### src/rtl/serial_subtractor.sv
// -----------------------------------------------------------------------------
// serial_subtractor
//   Bit-serial unsigned subtractor. Computes (i_a - i_b) mod 2^WIDTH one bit
//   per clock, LSB first, through a single full-subtractor cell and a borrow
//   flip-flop. Start/busy/done handshake; the result is held until the next
//   operation completes.
//
// Parameters
//   WIDTH     operand/result width, 2..32
//
// Ports
//   i_clk     clock, rising edge
//   i_rst     asynchronous active-high reset; aborts and clears all outputs
//   i_start   request a subtraction (sampled only in IDLE)
//   i_a       minuend, captured on the accepting edge
//   i_b       subtrahend, captured on the accepting edge
//   o_busy    high whenever the block is not IDLE
//   o_done    one-cycle pulse when the result registers update
//   o_diff    (i_a - i_b) mod 2^WIDTH
//   o_borrow  final borrow, 1 iff i_a < i_b
//   o_zero    1 iff o_diff == 0
// -----------------------------------------------------------------------------
module serial_subtractor #(
  parameter int WIDTH = 8
) (
  input  logic             i_clk,
  input  logic             i_rst,
  input  logic             i_start,
  input  logic [WIDTH-1:0] i_a,
  input  logic [WIDTH-1:0] i_b,
  output logic             o_busy,
  output logic             o_done,
  output logic [WIDTH-1:0] o_diff,
  output logic             o_borrow,
  output logic             o_zero
);

  localparam int CW = $clog2(WIDTH);
  localparam logic [CW-1:0] LAST_BIT = CW'(WIDTH - 1);

  typedef enum logic [1:0] {
    S_IDLE  = 2'd0,
    S_SHIFT = 2'd1,
    S_DONE  = 2'd2
  } state_t;

  // One full-subtractor cell: returns {borrow_out, difference}.
  function automatic logic [1:0] f_full_sub(input logic a, input logic b, input logic bi);
    logic d;
    logic bo;
    d  = a ^ b ^ bi;
    bo = (~a & b) | (~a & bi) | (b & bi);
    return {bo, d};
  endfunction

  state_t           r_state;
  state_t           w_state_next;
  logic             w_accept;
  logic             w_last;

  logic [WIDTH-1:0] r_shift_a;
  logic [WIDTH-1:0] r_shift_b;
  logic [WIDTH-1:0] r_diff_sr;
  logic             r_borrow;
  logic [CW-1:0]    r_count;

  logic             r_busy;
  logic             r_done;
  logic [WIDTH-1:0] r_diff;
  logic             r_borrow_out;
  logic             r_zero;

  logic [1:0]       w_cell;
  logic [WIDTH-1:0] w_diff_next;

  // Current bit through the subtractor cell; new bit enters at the MSB so the
  // LSB of the result reaches bit 0 after WIDTH shifts.
  always_comb begin
    w_cell      = f_full_sub(r_shift_a[0], r_shift_b[0], r_borrow);
    w_diff_next = {w_cell[0], r_diff_sr[WIDTH-1:1]};
  end

  // Next-state and control decode.
  always_comb begin
    w_state_next = r_state;
    w_accept     = 1'b0;
    w_last       = 1'b0;
    case (r_state)
      S_IDLE: begin
        if (i_start) begin
          w_state_next = S_SHIFT;
          w_accept     = 1'b1;
        end else begin
          w_state_next = S_IDLE;
        end
      end
      S_SHIFT: begin
        if (r_count == LAST_BIT) begin
          w_state_next = S_DONE;
          w_last       = 1'b1;
        end else begin
          w_state_next = S_SHIFT;
        end
      end
      S_DONE: begin
        w_state_next = S_IDLE;
      end
      default: begin
        w_state_next = S_IDLE;
      end
    endcase
  end

  // State register and registered busy flag.
  always_ff @(posedge i_clk or posedge i_rst) begin
    if (i_rst) begin
      r_state <= S_IDLE;
      r_busy  <= 1'b0;
    end else begin
      r_state <= w_state_next;
      r_busy  <= (w_state_next != S_IDLE);
    end
  end

  // Operand shifters, partial difference, borrow and bit counter.
  always_ff @(posedge i_clk or posedge i_rst) begin
    if (i_rst) begin
      r_shift_a <= {WIDTH{1'b0}};
      r_shift_b <= {WIDTH{1'b0}};
      r_diff_sr <= {WIDTH{1'b0}};
      r_borrow  <= 1'b0;
      r_count   <= {CW{1'b0}};
    end else if (w_accept) begin
      r_shift_a <= i_a;
      r_shift_b <= i_b;
      r_diff_sr <= {WIDTH{1'b0}};
      r_borrow  <= 1'b0;
      r_count   <= {CW{1'b0}};
    end else if (r_state == S_SHIFT) begin
      r_shift_a <= {1'b0, r_shift_a[WIDTH-1:1]};
      r_shift_b <= {1'b0, r_shift_b[WIDTH-1:1]};
      r_diff_sr <= w_diff_next;
      r_borrow  <= w_cell[1];
      // Park the counter at zero after the last bit instead of wrapping.
      r_count   <= w_last ? {CW{1'b0}} : (r_count + {{(CW-1){1'b0}}, 1'b1});
    end else begin
      r_shift_a <= r_shift_a;
      r_shift_b <= r_shift_b;
      r_diff_sr <= r_diff_sr;
      r_borrow  <= r_borrow;
      r_count   <= r_count;
    end
  end

  // Result registers: updated only on the last bit edge, held otherwise.
  always_ff @(posedge i_clk or posedge i_rst) begin
    if (i_rst) begin
      r_done       <= 1'b0;
      r_diff       <= {WIDTH{1'b0}};
      r_borrow_out <= 1'b0;
      r_zero       <= 1'b0;
    end else begin
      r_done <= w_last;
      if (w_last) begin
        r_diff       <= w_diff_next;
        r_borrow_out <= w_cell[1];
        r_zero       <= (w_diff_next == {WIDTH{1'b0}});
      end else begin
        r_diff       <= r_diff;
        r_borrow_out <= r_borrow_out;
        r_zero       <= r_zero;
      end
    end
  end

  assign o_busy   = r_busy;
  assign o_done   = r_done;
  assign o_diff   = r_diff;
  assign o_borrow = r_borrow_out;
  assign o_zero   = r_zero;

endmodule
### config.mk
export PLATFORM = sky130hd
export DESIGN_NAME = serial_subtractor
export DESIGN_NICKNAME = d
export VERILOG_FILES = /design/src/rtl/serial_subtractor.sv
export SDC_FILE = /design/constraint.sdc
export NUM_CORES = 1
export LEC_CHECK = 0
export ABC_AREA = 1
export CORE_AREA = 3 3 71 73
export DETAILED_ROUTE_END_ITERATION = 8
export DIE_AREA = 0 0 74 76
export PLACE_DENSITY = 0.69
export SYNTH_ARGS = -nofsm -noshare
export SYNTH_HDL_FRONTEND = slang
export SYNTH_SLANG_ARGS = --single-unit
### constraint.sdc
create_clock -name i_clk -period 1.8 [get_ports i_clk]
set_clock_uncertainty 0.15 [all_clocks]
set_input_delay 0.36 -clock i_clk [delete_from_list [all_inputs] [get_ports i_clk]]
set_output_delay 0.36 -clock i_clk [all_outputs]
set_load 0.02 [all_outputs]
### Yosys cells after proc, flatten, opt, wreduce, memory -nomap -nowiden

Cells that the tools add are included.

* input bits: 19
* bits in registers: 42
* output and inout bits: 12
* word-level logic and storage cells: 44

* mux-type cells: 18
* eq/ne operators: 2
* $add $sub $neg: 1
* reduce and logical (&&, ||, !) cells: 4
* bitwise logic cells: 8

Operators by type and width (count)
* two-way mux 8 bit: 6
* two-way mux 3 bit: 3
* zero test 8 bit: 1
* two-way mux 1 bit: 7
* case mux 2 bit (2 select lines): 1
* nonzero test 2 bit: 2
* adder 3 x 1 -> 3 bit, second input constant: 1
* AND 1 bit: 3
* == test 3 bit, second input constant: 1
* == test 2 x 1 -> 1 bit, second input constant: 1
* zero test 2 bit: 1
* two-way mux 2 bit: 1
* OR 1 bit: 2
* XOR 1 bit: 2
* inverter 1 bit: 1

### Depth between registers and ports, before layout

Gate-level depths: netlist (run 1).

* depth in word-level cells: 6
* depth in mapped cells: 7
* gate-level depth less buffers: 6

### Worst setup path before layout (run 1)

OpenSTA, ideal clock, no wires.

* kind: register to register
* start: reg r_shift_a[0]
* end: reg r_zero (netlist: o_zero)
* stages on the path, launching flop included: 7
* data required time: 1.585 ns
* setup time: 0.065 ns
* arrival: 1.220 ns
* buffers on the path: 0
* setup slack: 0.365 ns
* clock period less this slack: 1.435 ns
* cells stage by stage: dfrtp_1 -> inv_1 -> fa_1 -> nand2_1 -> nor2_1 -> nand3_1 -> nand2_1

* word-level cells in the longest chain between the ends: 3

Ends and longest elaborated chain
* start, declared: RTL line 61 `logic [WIDTH-1:0] r_shift_a;`
* start signal, assigned: RTL line 128 `r_shift_a <= {WIDTH{1'b0}};`
* start signal, assigned: RTL line 134 `r_shift_a <= i_a;`
* start signal, assigned: RTL line 140 `r_shift_a <= {1'b0, r_shift_a[WIDTH-1:1]};`
* XOR 1 bit (2 in series): RTL line 51 `d = a ^ b ^ bi;`
* zero test 8 bit: RTL line 167 `r_zero <= (w_diff_next == {WIDTH{1'b0}});`
* end signal, assigned: RTL line 167
* end signal, assigned: RTL line 171 `r_zero <= r_zero;`
* end, declared: RTL line 71 `logic r_zero;`

Every way passes these cells.
A chain may end at the register's enable or synchronous reset.

### Worst setup path after layout (run 1)

* start: reg r_borrow_out (netlist: o_borrow)
* end: out o_borrow

RTL lines
* start, declared: RTL line 70 `logic r_borrow_out;`
* start signal, assigned: RTL line 166 `r_borrow_out <= w_cell[1];`
* start signal, assigned: RTL line 170 `r_borrow_out <= r_borrow_out;`
* end, declared: RTL line 34 `output logic o_borrow,`

No word-level cell between the ends.

==> results.json, run 1 <==
{
  "path_class": "flip-flop to output port",
  "met3WireLength_um": 190,
  "syn_area_um2": 1740,
  "chipWidth_um": 74,
  "final_cell_area_um2": 2210,
  "placed_area_um2": 2130,
  "drt-initial-drc-count": 71,
  "nets": 238,
  "synthToLayoutAreaGrowth_pct": 26.8,
  "ir_worst_vdd_mv": 0.488,
  "io_buffers": 30,
  "grt_max_degree": 42,
  "syn_inst": 181,
  "slowest_delay_ps": 600,
  "met1_length_um": 1480,
  "synth_xor_area_share_pct": 0,
  "routedWlPerCell_um": 12.2,
  "drtPass1Iterations": 4,
  "crit_path_max_fanout": 2,
  "dieHeight_um": 76,
  "cts_setup_buffers": 0,
  "hold_viol": 0,
  "synth_top_family_by_area": "simple AND/OR/NAND/NOR gates",
  "final_max_slew_viol_count": 0,
  "critPathSlowestCell": "clkdlybuf4s50_1",
  "synth-simple-area-share_pct": 25.4,
  "reg2reg_slack_ps": 240,
  "synth-seq-cells": 41,
  "tightest_slew_ps": 237,
  "start_util_pct": 39.5,
  "grt_pass1_wl_um": 5680,
  "antenna_found_initial": 0,
  "gp_congestion": 0.746,
  "synth_cell_types": 18,
  "maxCapViolations": 0,
  "cp.arrival_ps": 1250,
  "yosysWarnings": 0,
  "synthAdderAreaFrac_pct": 2.58,
  "p_total_mw": 3.62,
  "layout_min_cycle_time_ps": 1760,
  "slew_headroom_pct": 84.2,
  "grt_overflow": 0,
  "maxUsedRoutingLayer": "met4",
  "period_share_pct": 97.6,
  "path_buf_inv": 1,
  "fmax_ghz": 0.569,
  "leakagePower_nw": 1.07,
  "post_route_cells_drive_above_1_share_pct": 12.4,
  "synth-compound-area-share_pct": 7.18,
  "routed_wl_um": 3290,
  "hold_ws_ps": 278,
  "powerDensity_nw_per_um2": 1640,
  "routed_via_density": 4.93,
  "rows": 24,
  "finalSetupViolCount": 0,
  "num_vias": 1325,
  "postSynthAreaPerCell_um2": 9.63,
  "cts_resized": 0,
  "synth_fp_nets": 203,
  "rsz0062_at_grt": "no",
  "required_ps": 1290,
  "outcome": "complete, no violations",
  "cts.clk_slew.worst_paths_ps": 80,
  "fillers": 441,
  "io_pins": 31,
  "core_um2": 4410,
  "synth_seq_area_share_pct": 58.9,
  "synthMuxAreaShare_pct": 0,
  "cts_sinks": 41,
  "dpl.hpwl_um": 2220,
  "ant_nets": 0,
  "cp_top_family": "buffers and inverters",
  "drcViolationCount": 0,
  "worstPathCellList": "clkdlybuf4s50_1",
  "cts_max_level": 2,
  "ctsHoldBuffers": 0,
  "grt_usage_pct": 12.7,
  "hold_class": "primary input to asynchronous set/reset pin",
  "fin_setup_tns_ps": 0,
  "numCtsBuffers": 5,
  "crit_path_end_kind": "output port",
  "cts_tree": "yes",
  "grt_pass1_vias": 1252,
  "root_buffer": "clkbuf_8",
  "cp-start-kind": "flip-flop",
  "dieArea_um2": 5620,
  "clk_path_buf_depth": 2,
  "diodes": 0,
  "wl_met2_um": 1570,
  "clk_latency_ps": 290
}
[final timing paths]
path | startpoint | endpoint | depth (start not counted)
max reg2reg | r_shift_a[0]$_DFFE_PP0P_ | o_zero$_DFFE_PP0P_ | 6
max | o_borrow$_DFFE_PP0P_ | o_borrow | 1
min reg2reg | o_diff[2]$_DFFE_PP0P_ | o_diff[2]$_DFFE_PP0P_ | 2
max in group asynchronous | i_rst | o_diff[2]$_DFFE_PP0P_ | 3
min | i_rst | r_count[0]$_DFFE_PP0P_ | 3
min in group i_clk | o_diff[2]$_DFFE_PP0P_ | o_diff[2]$_DFFE_PP0P_ | 2
[metal layers]
layer / GRT usage [%] / up-vias
met3: 3.83 / 7
met1: 16.8 / 624
met5: 0 / -
li1: - / 656
met4: 3.80 / 0
met2: 20.0 / 38
[kinds of logic after synthesis]
logic type               Yosys count
flip-flops                        41
buffers and inverters             21
AO/OA/AOI/OAI                     17
AND/OR/NAND/NOR                   99
adder cells (fa/ha/maj)            3
[Yosys cell counts]
library cell | number | share of area [%]
nor2_1 | 3 | 0.65
clkbuf_1 | 1 | 0.22
ha_1 | 2 | 1.4
o21ai_1 | 1 | 0.29
buf_4 | 3 | 1.3
o21ai_2 | 8 | 4.0
nand3_1 | 35 | 10
nor2_4 | 2 | 1.3
inv_1 | 12 | 2.6
nand2_4 | 1 | 0.65
inv_4 | 1 | 0.36
nand2_1 | 56 | 12
buf_2 | 3 | 0.86
dfrtp_1 | 41 | 59
o22ai_1 | 8 | 2.9
buf_6 | 1 | 0.65
nand2_2 | 2 | 0.72
fa_1 | 1 | 1.1
[placed cells by master (no fill, tap or decap), types with 2 or more instances in the layout]
master	n
nand2_1	56
dfrtp_1	41
nand3_1	35
clkdlybuf4s50_1	29
inv_1	12
o21ai_2	8
o22ai_1	8
clkbuf_8	5
buf_4	4
nor2_1	3
nand2_2	2
nor2_4	2
ha_1	2
clkinv_2	2
buf_12	2
[cell type report]
class / count / area (um^2) / area share, %
clock buffer: 6 / 72.6 / 3.28
sequential: 41 / 1030 / 46.4
inverter: 13 / 51.3 / 2.32
clock inverter: 2 / 10.0 / 0.453
multi-input combinational: 119 / 613 / 27.7
tap: 52 / 65.1 / 2.94
timing repair buffer: 36 / 373 / 16.9
[tightest hold or removal path, stage by stage]
cell	delay, ps
clkdlybuf4s50_1	400
inv_1	90
buf_12	240
[state kept, by name, summed over array words and instances, names as in the netlist]
signal     count
o_borrow       1
o_busy         1
o_diff         8
o_done         1
o_zero         1
r_borrow       1
r_count        3
r_diff_sr      7
r_shift_a      8
r_shift_b      8
r_state        2
[power by group]
group / internal, mW / switching (mW)
Clock: 0.269 / 0.300
Sequential: 1.30 / 0.186
Combinational: 0.657 / 0.904
Total: 2.23 / 1.39
[per-stage QoR]
| stage | utilization [%] | instances | worst slack [ps] |
|---|---|---|---|
| 6_report | 50.1 | 269 | 42.8 |
| 5_1_grt | 50.1 | 269 | 0.640 |
| 4_1_cts | 50.0 | 269 | 22.4 |
| 3_5_place_dp | 48.2 | 261 | 138 |
| 3_3_place_gp | 48.2 | 261 | 144 |
| 2_1_floorplan | - | 181 | 344 |
No activity file was read; power rests on OpenSTA's default activity.
==> inputs of run 2 (changes only) <==
--- a/config.mk
+++ b/config.mk
@@ -9,6 +9,7 @@
 export CORE_AREA = 3 3 71 73
 export DETAILED_ROUTE_END_ITERATION = 8
 export DIE_AREA = 0 0 74 76
+export GPL_TIMING_DRIVEN = 0
 export PLACE_DENSITY = 0.69
 export SYNTH_ARGS = -nofsm -noshare
 export SYNTH_HDL_FRONTEND = slang
==> results.json, run 2 (same netlist as run 1, synthesis figures left out) <==
{
  "cts_max_level": 2,
  "cp-start-kind": "flip-flop",
  "period_share_pct": 97.3,
  "hold_viol": 0,
  "fmax_ghz": 0.571,
  "required_ps": 1290,
  "path_buf_inv": 1,
  "grt_pass1_vias": 1351,
  "slowest_delay_ps": 600,
  "r2r_end": "o_zero$_DFFE_PP0P_",
  "drcViolationCount": 0,
  "powerDensity_nw_per_um2": 1650,
  "finalSetupViolCount": 0,
  "routedWlPerCell_um": 12.3,
  "ant_nets": 0,
  "fin_setup_tns_ps": 0,
  "dieHeight_um": 76,
  "grt_usage_pct": 13.6,
  "reg2reg_slack_ps": 260,
  "crit_path_max_fanout": 2,
  "antenna_found_initial": 0,
  "cts_sinks": 41,
  "numCtsBuffers": 5,
  "crit_path_end_kind": "output port",
  "diodes": 0,
  "dpl.hpwl_um": 2290,
  "io_pins": 31,
  "cp_top_family": "buffers and inverters",
  "dieArea_um2": 5620,
  "leakagePower_nw": 1.09,
  "layout_min_cycle_time_ps": 1750,
  "p_total_mw": 3.62,
  "slew_headroom_pct": 44.1,
  "grt_pass1_wl_um": 5960,
  "gp_congestion": 0.765,
  "outcome": "complete, no violations",
  "dp_cells": 263,
  "cp-startpoint": "o_diff[2]$_DFFE_PP0P_",
  "routed_wl_um": 3330,
  "layout_common_cells": "nand2_1, dfrtp_1, nand3_1, clkdlybuf4s50_1, inv_1",
  "reg2regPathDepth": 6,
  "routed_via_density": 4.82,
  "cts_setup_buffers": 0,
  "chipWidth_um": 74,
  "hold_class": "flip-flop to flip-flop",
  "start_util_pct": 39.5,
  "hold_end": "o_borrow$_DFFE_PP0P_",
  "ir_worst_vdd_mv": 0.709,
  "root_buffer": "clkbuf_8",
  "io_buffers": 30,
  "synthToLayoutAreaGrowth_pct": 26.0,
  "r2r_start": "r_shift_a[0]$_DFFE_PP0P_",
  "num_vias": 1307,
  "worstPathCellList": "clkdlybuf4s50_1",
  "cts_resized": 0,
  "rows": 24,
  "ctsHoldBuffers": 0,
  "drtPass1Iterations": 4,
  "cts.clk_slew.worst_paths_ps": 70,
  "critPathSlowestCell": "clkdlybuf4s50_1",
  "grt_overflow": 0,
  "layout_commonest_cell": "nand2_1",
  "grt_max_degree": 42,
  "path_class": "flip-flop to output port",
  "cts_tree": "yes",
  "post-place-ws_ps": 32.0,
  "nets": 240,
  "clk_path_buf_depth": 2,
  "post_route_cells_drive_above_1_share_pct": 12.3,
  "hold_start": "o_borrow$_DFFE_PP0P_",
  "final.setup.worst_slack_ps": 48.3,
  "core_um2": 4410,
  "utilization_pct": 49.7,
  "hold_path_depth": 2,
  "drt-initial-drc-count": 62,
  "clk_latency_ps": 300,
  "rsz0062_at_grt": "no",
  "tightest_slew_ps": 838,
  "cp.arrival_ps": 1240,
  "layoutNonFillerInstCount": 271,
  "final_max_slew_viol_count": 0,
  "maxCapViolations": 0
}
[run 2: cell count changes in the layout (fill, tap and decap cells not counted)]
cell             delta
inv_1               -1
clkinv_2            -2
dlymetal6s2s_1      +2
buf_12              -2
inv_2               +1
clkdlybuf4s50_1     -2
buf_6               +1
clkbuf_1            +3
buf_4               -1
buf_2               +3
[run 2: layout make-up]
type	instances	area, um^2
fillers	424	2220
well taps	52	65.1
repair buffers	30	308
inverters	13	51.3
multi-input cells	119	613
plain buffers	8	52.6
flip-flops and latches	41	1030
clock buffers	8	80.1
[run 2: power by group]
part	internal, mW	switching (mW)	leakage (nW)
Clock	0.276	0.306	0.0395
Sequential	1.30	0.180	0.524
Combinational	0.650	0.907	0.523
Total	2.23	1.39	1.09
[run 2: worst max path at each step]
stage | to | depth (start not counted)
after floorplan | o_borrow$_DFFE_PP0P_ | 1
after global placement | o_diff[7]$_DFFE_PP0P_ | 2
after detailed placement | r_shift_a[0]$_DFFE_PP0P_ | 6
after CTS | o_diff[6] | 1
after global routing | o_diff[2] | 1
final | o_diff[2] | 1
[run 2: tightest hold or removal path: stages (launching register included)]
cell,delay [ps]
dfrtp_1,340
nand2_1,50
nand2_1,50
[run 2: per-layer routing]
metal / share of wire (%) / track usage [%]
met1: 47 / 17.3
met2: 46 / 21.4
met3: 5.6 / 3.56
met4: 1.8 / 5.98
met5: 0 / 0
[run 2: per-stage QoR]
step / cell area [um^2] / hold WS [ps]
finish: 2200 / 325
global route: 2200 / 357
CTS: 2190 / 330
detailed placement: 2110 / 313
global placement: 2110 / 314
floorplan: 1740 / 316
==> inputs of run 3 (changes only) <==
--- a/config.mk
+++ b/config.mk
@@ -7,6 +7,7 @@
 export LEC_CHECK = 0
 export ABC_AREA = 1
 export CORE_AREA = 3 3 71 73
+export CTS_CLUSTER_DIAMETER = 50
 export DETAILED_ROUTE_END_ITERATION = 8
 export DIE_AREA = 0 0 74 76
 export GPL_TIMING_DRIVEN = 0
==> results of run 3 <==
Final layout, timing and power as in run 2 (identical DEF).
